===== config.mk =====
export PLATFORM = sky130hd
export DESIGN_NAME = rvsteel_gpio_irq
export DESIGN_NICKNAME = d
export VERILOG_FILES = /design/src/rtl/rvsteel_gpio_irq.sv
export SDC_FILE = /design/constraint.sdc
export NUM_CORES = 1
export LEC_CHECK = 0
export ABC_AREA = 1
export ABC_CLOCK_PERIOD_IN_PS = 1140
export BUFFER_PORTS_ARGS = -buffer_cell sky130_fd_sc_hd__buf_4
export CORE_UTILIZATION = 46
export CTS_CLUSTER_SIZE = 14
export DETAILED_ROUTE_END_ITERATION = 6
export PLACE_DENSITY = 0.8
export SLEW_MARGIN = 20
export SYNTH_ARGS = -nofsm -noshare
export SYNTH_HDL_FRONTEND = slang
export SYNTH_SLANG_ARGS = --single-unit

===== constraint.sdc =====
create_clock -name clock -period 1.14 [get_ports clock]
set_input_delay 0.171 -clock clock [delete_from_list [all_inputs] [get_ports clock]]
set_output_delay 0.171 -clock clock [all_outputs]
set_load 0.02 [all_outputs]

===== src/rtl/rvsteel_gpio_irq.sv =====
// GPIO controller with atomic clear/set/toggle, 2-flop input sync and
// per-pin edge-detect interrupts with sticky write-1-to-clear status.
module rvsteel_gpio_irq #(
  parameter int unsigned GPIO_WIDTH = 8
) (
  input  logic                  clock,
  input  logic                  reset_n,
  input  logic [5:0]            rw_address,
  output logic [31:0]           read_data,
  input  logic                  read_request,
  output logic                  read_response,
  input  logic [31:0]           write_data,
  input  logic [3:0]            write_strobe,
  input  logic                  write_request,
  output logic                  write_response,
  input  logic [GPIO_WIDTH-1:0] gpio_input,
  output logic [GPIO_WIDTH-1:0] gpio_oe,
  output logic [GPIO_WIDTH-1:0] gpio_output,
  output logic                  irq
);

  localparam int unsigned W = GPIO_WIDTH;

  localparam logic [3:0] REG_IN      = 4'd0;
  localparam logic [3:0] REG_OE      = 4'd1;
  localparam logic [3:0] REG_OUT     = 4'd2;
  localparam logic [3:0] REG_CLR     = 4'd3;
  localparam logic [3:0] REG_SET     = 4'd4;
  localparam logic [3:0] REG_TGL     = 4'd5;
  localparam logic [3:0] REG_RISE_EN = 4'd6;
  localparam logic [3:0] REG_FALL_EN = 4'd7;
  localparam logic [3:0] REG_STATUS  = 4'd8;

  logic [W-1:0] oe_q, oe_d;
  logic [W-1:0] out_q, out_d;
  logic [W-1:0] rise_en_q, rise_en_d;
  logic [W-1:0] fall_en_q, fall_en_d;
  logic [W-1:0] status_q, status_d;
  logic [W-1:0] sync1_q, sync2_q, prev_q;
  logic [31:0]  read_data_q, read_data_d;
  logic         read_response_q;
  logic         write_response_q;
  logic         irq_q;

  logic [3:0]   reg_idx_c;
  logic         aligned_c;
  logic [31:0]  byte_mask_c;
  logic [W-1:0] wmask_c;
  logic [W-1:0] keep_c;
  logic [W-1:0] w1c_c;
  logic [W-1:0] rise_c;
  logic [W-1:0] fall_c;

  assign reg_idx_c   = rw_address[5:2];
  assign aligned_c   = (rw_address[1:0] == 2'b00);
  assign byte_mask_c = {{8{write_strobe[3]}}, {8{write_strobe[2]}},
                        {8{write_strobe[1]}}, {8{write_strobe[0]}}};
  assign wmask_c     = W'(write_data & byte_mask_c);
  assign keep_c      = W'(~byte_mask_c);

  assign rise_c = sync2_q & ~prev_q & rise_en_q;
  assign fall_c = ~sync2_q & prev_q & fall_en_q;

  // Register writes; a new edge event overrides a same-cycle W1C of that bit
  always_comb begin
    oe_d      = oe_q;
    out_d     = out_q;
    rise_en_d = rise_en_q;
    fall_en_d = fall_en_q;
    w1c_c     = '0;
    if (write_request && aligned_c) begin
      case (reg_idx_c)
        REG_OE:      oe_d      = (oe_q & keep_c) | wmask_c;
        REG_OUT:     out_d     = (out_q & keep_c) | wmask_c;
        REG_CLR:     out_d     = out_q & ~wmask_c;
        REG_SET:     out_d     = out_q | wmask_c;
        REG_TGL:     out_d     = out_q ^ wmask_c;
        REG_RISE_EN: rise_en_d = (rise_en_q & keep_c) | wmask_c;
        REG_FALL_EN: fall_en_d = (fall_en_q & keep_c) | wmask_c;
        REG_STATUS:  w1c_c     = wmask_c;
        default:     ;
      endcase
    end
    status_d = (status_q & ~w1c_c) | rise_c | fall_c;
  end

  // Read mux; write-only, unmapped and unaligned addresses return zero
  always_comb begin
    read_data_d = read_data_q;
    if (read_request) begin
      read_data_d = '0;
      if (aligned_c) begin
        case (reg_idx_c)
          REG_IN:      read_data_d = 32'(sync2_q);
          REG_OE:      read_data_d = 32'(oe_q);
          REG_OUT:     read_data_d = 32'(out_q);
          REG_RISE_EN: read_data_d = 32'(rise_en_q);
          REG_FALL_EN: read_data_d = 32'(fall_en_q);
          REG_STATUS:  read_data_d = 32'(status_q);
          default:     read_data_d = '0;
        endcase
      end
    end
  end

  always_ff @(posedge clock or negedge reset_n) begin
    if (!reset_n) begin
      oe_q             <= '0;
      out_q            <= '0;
      rise_en_q        <= '0;
      fall_en_q        <= '0;
      status_q         <= '0;
      sync1_q          <= '0;
      sync2_q          <= '0;
      prev_q           <= '0;
      read_data_q      <= '0;
      read_response_q  <= 1'b0;
      write_response_q <= 1'b0;
      irq_q            <= 1'b0;
    end else begin
      oe_q             <= oe_d;
      out_q            <= out_d;
      rise_en_q        <= rise_en_d;
      fall_en_q        <= fall_en_d;
      status_q         <= status_d;
      sync1_q          <= gpio_input;
      sync2_q          <= sync1_q;
      prev_q           <= sync2_q;
      read_data_q      <= read_data_d;
      read_response_q  <= read_request;
      write_response_q <= write_request;
      irq_q            <= |status_d;
    end
  end

  assign read_data      = read_data_q;
  assign read_response  = read_response_q;
  assign write_response = write_response_q;
  assign gpio_oe        = oe_q;
  assign gpio_output    = out_q;
  assign irq            = irq_q;

endmodule


# == Word-level counts from Yosys, hierarchy flattened ==
# Cells that the tools add are included.
# classes
add_sub_neg,0
multipliers,0
n_div,0
n_lt_le_gt_ge,0
n_eq_ne,8
shifts,0
muxes,5
n_bitwise,24
n_reduce_logical,9
# ops
op,count
bitwise AND 8 bit,11
OR 8 bit,7
case mux 8 bit (6 select lines),1
NOT 8 bit,5
case mux 8 bit (4 select lines),1
two-way mux 8 bit,3
"== test 4 x 3 -> 1 bit, second input constant",4
"== test 4 x 2 -> 1 bit, second input constant",2
AND reduction 2 bit,4
OR reduction 8 bit,1
bitwise XOR 8 bit,1
"== test 4 x 1 -> 1 bit, second input constant",1
"== test 4 bit, second input constant",1
logical NOT 4 bit,1
nonzero test 4 bit,1
logical NOT 2 bit,1
logical AND 1 bit,1
# word_totals
register_bits,99
latch_bits,0
ramBits,0
mem_bits_ro,0
inputBits,54
output_inout_bits,51
n_memories,0

# == Logic depth before layout (Yosys ltp) ==
# Gate-level depths: netlist of the first run.
# logic_depth
word_depth,8
depth_mapped,10
mapped_depth_nobuf,10

# == Least setup slack after synthesis of the first run ==
# No wires, ideal clock.
# synth_path
path_type,input -> register
start,in rw_address[0]
end,reg irq_q (netlist: irq)
setup_ns,0.119
t_arrival_ns,1.020
t_required_ns,1.021
slack_ns,0.001
cell_stages,9
path_cell_list,inv_1 nand2_1 nor2_1 buf_4 nand3_1 a21oi_1 nand2_1 nor2_1 nand2_1
# synth_between
elab_chain_len,8
# synth_lines
item,line,rtl
from (decl),8,"input logic [5:0] rw_address,"
logical NOT 2 bit,55,assign aligned_c = (rw_address[1:0] == 2'b00);
logical AND 1 bit,71,if (write_request && aligned_c) begin
two-way mux 8 bit,71,
NOT 8 bit,84,status_d = (status_q & ~w1c_c) | rise_c | fall_c;
bitwise AND 8 bit,84,
OR 8 bit (2 in a row),84,
OR reduction 8 bit,132,irq_q <= |status_d;
to (signal assigned),132,
to (decl),43,logic irq_q;
# Every way passes these cells.
# A chain may end at the register's enable or synchronous reset.

# == Worst setup path after layout of the first run ==
# layout_path
start,reg sync2_q[0]
end,reg irq_q (netlist: irq)
# layout_between
elab_chain_len,5
elab_cells_between_ends,8
cone_classes,7 x bitwise; 1 x reduce/logical
# layout_lines
item,line,rtl
from (decl),39,"logic [W-1:0] sync1_q, sync2_q, prev_q;"
from (signal assigned),127,sync2_q <= sync1_q;
bitwise AND 8 bit or NOT 8 bit (tied branches),"61, 62",
bitwise AND 8 bit (on tied branches),"61, 62",
OR 8 bit or bitwise AND 8 bit (tied branches),"84, 62",
OR 8 bit *,84,
OR reduction 8 bit *,132,
# Mark *: on every way between the ends. The rest lies on a longest branch, timed or not.

==> flow_summary.yaml, run 1 <==
place:
  dp_hpwl_mm: 6.61
  routability_congestion: 0.892
  io_buffers: 53
  pre_cts_ws_ns: -0.310
  post_dp_cell_area_mm2: 0.00453
  place_inst: 613
yosys:
  synth_top_area_share_pct: 50.5
  synth_area_leaders: "sky130_fd_sc_hd__dfrtp_1 (51%), sky130_fd_sc_hd__nand2_1 (15%), sky130_fd_sc_hd__buf_4 (5.7%)"
  asyncSetResetFlopFracSynth_pct: 100
  syn_area_per_cell_um2: 8.80
  synth_cell_types: 32
  ys_ff_latch: 75
  synth-edff-count: 0
  synth_seq_area_share_pct: 50.5
  synth_ff_type: "sky130_fd_sc_hd__dfrtp_1"
  synthMostInstantiatedCell: "sky130_fd_sc_hd__nand2_1"
  postSynthCellCount: 422
  synth-warning-count: 0
  synth_largest_area_cell: "sky130_fd_sc_hd__dfrtp_1"
  synth.cells.most_frequent: "sky130_fd_sc_hd__nand2_1 (152), sky130_fd_sc_hd__dfrtp_1 (75), sky130_fd_sc_hd__inv_1 (30), sky130_fd_sc_hd__buf_4 (28), sky130_fd_sc_hd__nand3_1 (20)"
  netlist_area_mm2: 0.00371
power_and_ir_drop:
  comb_power_share_pct: 20.8
  p_sw_mw: 1.93
  vdd_ir_drop_max_mv: 0.857
  share_clk_of_total_power_pct: 32.4
  power_switching_share_pct: 29.5
  leakagePower_nw: 2.51
  p_seq_share_pct: 46.8
  power.density_cell_area_mw_per_mm2: 1300
  cellInternalPower_mw: 4.61
run_status:
  run_status: "complete, but fails checks"
  violations: "negative setup slack"
clock_tree:
  clkSlewWorstSetupHoldPaths_ns: 0.08
  cts_max_path_buffers: 2
  insertion_delay_ns: 0.35
  root_buffer: "sky130_fd_sc_hd__clkbuf_8"
  ctsHtreeMaxLevel: 3
  tritoncts: "done"
  cts_buffers: 9
  tritoncts_num_sinks: 75
final_layout:
  postLayoutCellArea_mm2: 0.00504
  areaGrowthSynthToFinish_pct: 35.6
  antenna-diode-count: 0
  finish.cell_count_without_fillers: 646
  finish.utilization_pct: 64.9
  design.final.nets: 602
  layout-drive-gt1-share_pct: 32.0
sta:
  clock_skew_ns: 0.0108
  final_max_slew_viol_count: 0
  final_min_period_over_clock_period_pct: 104
  finalHoldViolCount: 0
  rsz_0062_raised_after_global_routing: "yes"
  finalCriticalPeriod_ns: 1.19
  max_freq_mhz: 842
  whs_ns: 0.0640
  post-route-worst-setup-slack_ns: -0.0481
  setup_viol_count_final: 4
route:
  drt-initial-drc-count: 223
  postRouteAntennaNets: 0
  routed_wire_length_per_instance_um: 15.4
  routed_wl_mm: 9.95
  num_vias: 3324
  route.detailed.vias_per_inst: 5.15
  detail_route.drc_violations: 0
  first_pass_iters: 5
worst_setup_path:
  cp_common_cell: "sky130_fd_sc_hd__nand2_1"
  critPathMaxStageDelay_ns: 0.43
  critPathLaunchType: "flip-flop"
  critPathLaunch: "sync2_q[0]"
  crit_fanout: 4
  setup.worst_path.end_class: "flip-flop"
  rr_endpoint: "irq"
  critical_path_buf_inv_count: 0
  setup.worst_path.end: "irq"
  worst_r2r_path_depth: 6
  critPathKind: "reg2reg"
  critical_path_arrival_ns: 1.42
  slowest_stage: "sky130_fd_sc_hd__dfrtp_1"
  worstPathRequired_ns: 1.37
  path_cells: "nand2_1 > o22ai_2 > a21oi_2 > nand2_1 > nor2_2 > nand2_1"
  r2r-start: "sync2_q[0]"
  timing.reg2reg.setup_slack_ns: -0.05
  worst-path-stages: 6
  critPathTopFamily: "flip-flops"
grt:
  grt_antenna_before_repair: 0
  grt_first_pass_wirelength_mm: 15.2
  grt-ovfl-total: 0
  grt_use_total_pct: 23.6
  number_of_global_route_vias_before_repair: 3253
  maximum_number_of_pins_on_one_net_before_global_route_repair: 76
worst_hold_path:
  worstHoldPathType: "in2reg"
floorplan:
  die_x_um: 91.9
  effective_utilization_at_floorplan_pct: 47.8
  ios: 105
  dieHeight_um: 91.9
  fp.coreArea_mm2: 0.00777
  die_area_mm2: 0.00844
  placement_rows: 32
job:
  max_cap_viol_count: 0
worst min-delay path by stage:
stage | from | endpoint | cells after the start | slack, ns
finish | write_data[2] | flip-flop | 3 | 0.06
global route | write_data[0] | flip-flop | 3 | 0.07
CTS | write_data[2] | flip-flop | 3 | 0.06
detailed placement | reset_n | asynchronous set/reset pin | 2 | 0.22
global placement | reset_n | sync1_q[4] | 2 | 0.21
floorplan | reset_n | asynchronous set/reset pin | 0 | -0.12
routing by layer:
layer  global-route usage (%)  routed length, um
met1                     29.2               4030
met4                     11.1                296
met2                     39.8               4910
met5                        0                  0
met3                     4.39                701
placed cells by master, fill, tap and decap left out, types with 2 or more instances in the layout:
| master | netlist | layout |
|---|---|---|
| sky130_fd_sc_hd__a21oi_1 | 7 | 3 |
| sky130_fd_sc_hd__buf_6 | 2 | 9 |
| sky130_fd_sc_hd__dlygate4sd3_1 | 0 | 11 |
| sky130_fd_sc_hd__nand3b_1 | 3 | 3 |
| sky130_fd_sc_hd__nand2_4 | 2 | 2 |
| sky130_fd_sc_hd__nand3_2 | 3 | 4 |
| sky130_fd_sc_hd__nand4_1 | 2 | 2 |
| sky130_fd_sc_hd__o221ai_2 | 0 | 7 |
| sky130_fd_sc_hd__a22o_1 | 2 | 2 |
| sky130_fd_sc_hd__buf_12 | 0 | 9 |
| sky130_fd_sc_hd__dfrtp_1 | 75 | 74 |
| sky130_fd_sc_hd__ha_1 | 8 | 6 |
| sky130_fd_sc_hd__nor2_4 | 4 | 5 |
| sky130_fd_sc_hd__nand3_4 | 2 | 2 |
| sky130_fd_sc_hd__o21ai_2 | 7 | 7 |
| sky130_fd_sc_hd__nor2_1 | 14 | 13 |
| sky130_fd_sc_hd__nor2_2 | 2 | 2 |
| sky130_fd_sc_hd__o21ai_0 | 16 | 15 |
| sky130_fd_sc_hd__nand2_1 | 152 | 151 |
| sky130_fd_sc_hd__o22ai_1 | 7 | 6 |
| sky130_fd_sc_hd__inv_2 | 7 | 7 |
| sky130_fd_sc_hd__ha_4 | 0 | 2 |
| sky130_fd_sc_hd__inv_1 | 30 | 30 |
| sky130_fd_sc_hd__o21ai_1 | 7 | 8 |
| sky130_fd_sc_hd__buf_4 | 28 | 87 |
| sky130_fd_sc_hd__nand3_1 | 20 | 19 |
| sky130_fd_sc_hd__conb_1 | 1 | 24 |
| sky130_fd_sc_hd__a21oi_2 | 2 | 6 |
| sky130_fd_sc_hd__clkbuf_8 | 0 | 11 |
| sky130_fd_sc_hd__nand2_2 | 4 | 5 |
power groups by stage:
stage | clock network, mW | registers, mW | logic [mW]
floorplan | 0 | 3.18 | 0.555
global placement | 0 | 3.08 | 1.11
detailed placement | 0 | 3.09 | 1.16
CTS | 2.13 | 3.05 | 1.24
global route | 2.24 | 3.08 | 1.47
finish | 2.12 | 3.06 | 1.36
tightest hold or removal path, cell delays in order:
cell and delay (ns):
sky130_fd_sc_hd__buf_4 0.10, sky130_fd_sc_hd__nand2_1 0.05, sky130_fd_sc_hd__o21ai_0 0.06
cells by family after synthesis:
kind of cell	share of synthesized area, %
buf+inv	10.5
simple gates	25.8
fa+ha+maj	2.70
flops	50.5
other cells	0.101
compound gates	10.3
final cells by class:
| cell class | instances | area [um^2] |
|---|---|---|
| Clock buffer | 12 | 155 |
| Clock inverter | 3 | 46.3 |
| Fill cell | 619 | 2730 |
| Timing Repair Buffer | 116 | 1040 |
| Sequential cell | 75 | 1880 |
| Inverter | 39 | 149 |
| Tap cell | 102 | 128 |
| Multi-Input combinational cell | 299 | 1640 |
stage by stage:
stage	power, mW	TNS (ns)
after CTS	6.42	-0.0680
after global placement	4.19	-7.46
final	6.54	-0.115
after detailed placement	4.25	-8.85
after floorplan	3.74	0
after global routing	6.79	-0.347
timing repair:
| item | in CTS | in global routing |
|---|---|---|
| setup endpoints to repair | 4 | 19 |
| hold buffers | 11 | 0 |
| gates resized for setup | 7 | 22 |
| buffers inserted | 4 | 4 |
| pin swaps | 6 | 12 |
| endpoints found under the hold margin | 85 | 0 |
No activity file was read; power rests on OpenSTA's default activity.
==> inputs of run 2 (changes only) <==
CORE_UTILIZATION = 45   (was 46)
PLACE_DENSITY = 0.79   (was 0.8)
==> run 2 against run 1 <==
Against the previous run: non-clock buffer count increased by 27; first-iteration DRC count increased by 41%; power increased by 3.7%; fmax decreased by 1.6%; largest power group unchanged; sequential share of layout area decreased by 1.9 points; setup slack got worse by 0.019 ns; utilization increased by 2.8 points; the flow still finishes with violations (negative setup slack); die area increased by 2.2%; global-route usage increased by 0.18 points; worst hold slack got worse by 0.011 ns; critical path type is now reg2out; clock skew about the same.
==> flow_summary.yaml, run 2 (synthesis gave the netlist of run 1 again) <==
grt:
  grt_antenna_before_repair: 0
  grt_first_pass_wirelength_mm: 15.5
  grt-ovfl-total: 0
  grt_use_total_pct: 23.8
  number_of_global_route_vias_before_repair: 3254
  maximum_number_of_pins_on_one_net_before_global_route_repair: 76
place:
  io_buffers: 53
  dp_hpwl_mm: 6.53
  pre_cts_ws_ns: -0.284
  routability_congestion: 0.869
run_status:
  violations: "negative setup slack"
  run_status: "complete, but fails checks"
power_and_ir_drop:
  leakagePower_nw: 2.64
  vdd_ir_drop_max_mv: 0.693
  power.density_cell_area_mw_per_mm2: 1280
  finalPower_mw: 6.79
floorplan:
  effective_utilization_at_floorplan_pct: 47.3
  die_area_mm2: 0.00862
  ios: 105
  die_x_um: 92.8
  fp.coreArea_mm2: 0.00785
  placement_rows: 32
  dieHeight_um: 92.8
final_layout:
  layout-drive-gt1-share_pct: 37.8
  most_used_cells_in_the_layout_excluding_fill_and_tap_cells: "sky130_fd_sc_hd__nand2_1 (148), sky130_fd_sc_hd__buf_4 (102), sky130_fd_sc_hd__dfrtp_1 (74), sky130_fd_sc_hd__inv_1 (30), sky130_fd_sc_hd__buf_6 (26)"
  areaGrowthSynthToFinish_pct: 43.0
  design.final.nets: 629
  finish.utilization_pct: 67.7
  antenna-diode-count: 0
  layout.cells.most_common: "sky130_fd_sc_hd__nand2_1"
  filler_cell_count: 566
route:
  postRouteAntennaNets: 0
  routed_wl_mm: 10.4
  num_vias: 3494
  routed-wl-met2_mm: 5.03
  first_pass_iters: 5
  detail_route.drc_violations: 0
  dr.max_layer_used: "met4"
  route.detailed.vias_per_inst: 5.19
  met3_wirelength_um: 845
  drt-met1-wl_mm: 4.10
  routed_wire_length_per_instance_um: 15.4
  drt-initial-drc-count: 315
sta:
  rsz_0062_raised_after_global_routing: "yes"
  post-route-worst-setup-slack_ns: -0.0676
  max_freq_mhz: 828
  final_min_period_over_clock_period_pct: 106
  clock_skew_ns: 0.0104
  whs_ns: 0.0534
  finalCriticalPeriod_ns: 1.21
  finalHoldViolCount: 0
  fin_tns_setup_ns: -0.558
  setup_viol_count_final: 16
  final_max_slew_viol_count: 0
clock_tree:
  clkSlewWorstSetupHoldPaths_ns: 0.08
  cts_max_path_buffers: 2
  cts_buffers: 9
  tritoncts_num_sinks: 75
  tritoncts: "done"
  insertion_delay_ns: 0.35
  ctsHtreeMaxLevel: 3
  root_buffer: "sky130_fd_sc_hd__clkbuf_8"
worst_setup_path:
  r2r-start: "gpio_output[0]"
  critPathLaunchType: "flip-flop"
  timing.reg2reg.setup_slack_ns: -0.05
  crit_fanout: 3
  critPathKind: "reg2out"
  setup.worst_path.end: "gpio_output[4]"
  worstPathRequired_ns: 0.97
  critPathLaunch: "gpio_output[4]"
  worst_r2r_path_depth: 5
  rr_endpoint: "gpio_output[0]"
  critical_path_arrival_ns: 1.04
  setup.worst_path.end_class: "output port"
worst_hold_path:
  worstHoldPathType: "in2reg"
job:
  max_cap_viol_count: 0
## run 2: cell count changes in the layout (fill, tap and decap cells not counted), moves of 2 or more
cell,before,now
sky130_fd_sc_hd__buf_12,9,4
sky130_fd_sc_hd__buf_4,87,102
sky130_fd_sc_hd__buf_6,9,26
sky130_fd_sc_hd__clkbuf_8,11,9
sky130_fd_sc_hd__clkinvlp_4,1,3
sky130_fd_sc_hd__ha_1,6,2
sky130_fd_sc_hd__ha_4,2,6
sky130_fd_sc_hd__nand2_1,151,148
sky130_fd_sc_hd__nand2_2,5,8
sky130_fd_sc_hd__nand3_1,19,17
sky130_fd_sc_hd__nand3_2,4,6
sky130_fd_sc_hd__nor2_1,13,10
sky130_fd_sc_hd__nor2_2,2,6
## run 2: per-layer routing
layer	track usage [%]	vias up
met1	29.8	1641
li1	-	1609
met3	6.57	40
met4	9.36	0
met2	38.8	204
met5	0	-
## run 2: power breakdown
| part | switching [mW] | internal [mW] | total, mW |
|---|---|---|---|
| Combinational | 0.870 | 0.882 | 1.75 |
| Sequential | 0.167 | 2.88 | 3.04 |
| Clock | 0.992 | 1.00 | 1.99 |
## run 2: layout make-up
type                       instances  area, um^2  share of cell area, %
clock inverter                     6        66.3                   1.25
timing repair buffer             143        1250                   23.5
clock buffer                       9         124                   2.33
inverter                          39         149                   2.80
tap                              102         128                   2.40
multi-input combinational        299        1720                   32.3
sequential                        75        1880                   35.4
## run 2: timing repair
item                       in CTS  in global routing
buffers inserted               17                  9
gates resized for setup        16                 44
setup endpoints to repair      12                 26
hold buffers                   11                  0
hold endpoints to repair       85                  0
pin swaps                       7                 31
## run 2: how the worst min path moves through the flow
stage	cells after the start	endpoint	start
after floorplan	0	asynchronous set/reset pin	reset_n
after global placement	2	sync1_q[6]	reset_n
after detailed placement	2	sync1_q[6]	reset_n
after CTS	3	flip-flop	write_data[5]
after global routing	3	flip-flop	write_data[4]
final	3	flip-flop	write_data[2]
## run 2: per-stage QoR
| stage | std cells | cell area (um^2) |
|---|---|---|
| floorplan | 445 | 3800 |
| global placement | 621 | 4530 |
| detailed placement | 621 | 4530 |
| CTS | 664 | 5020 |
| global route | 673 | 5310 |
| finish | 673 | 5310 |
## run 2: critical path: stages (launching register included)
cell                      delay, ns
sky130_fd_sc_hd__dfrtp_1       0.43
sky130_fd_sc_hd__buf_6         0.14
sky130_fd_sc_hd__buf_6         0.12
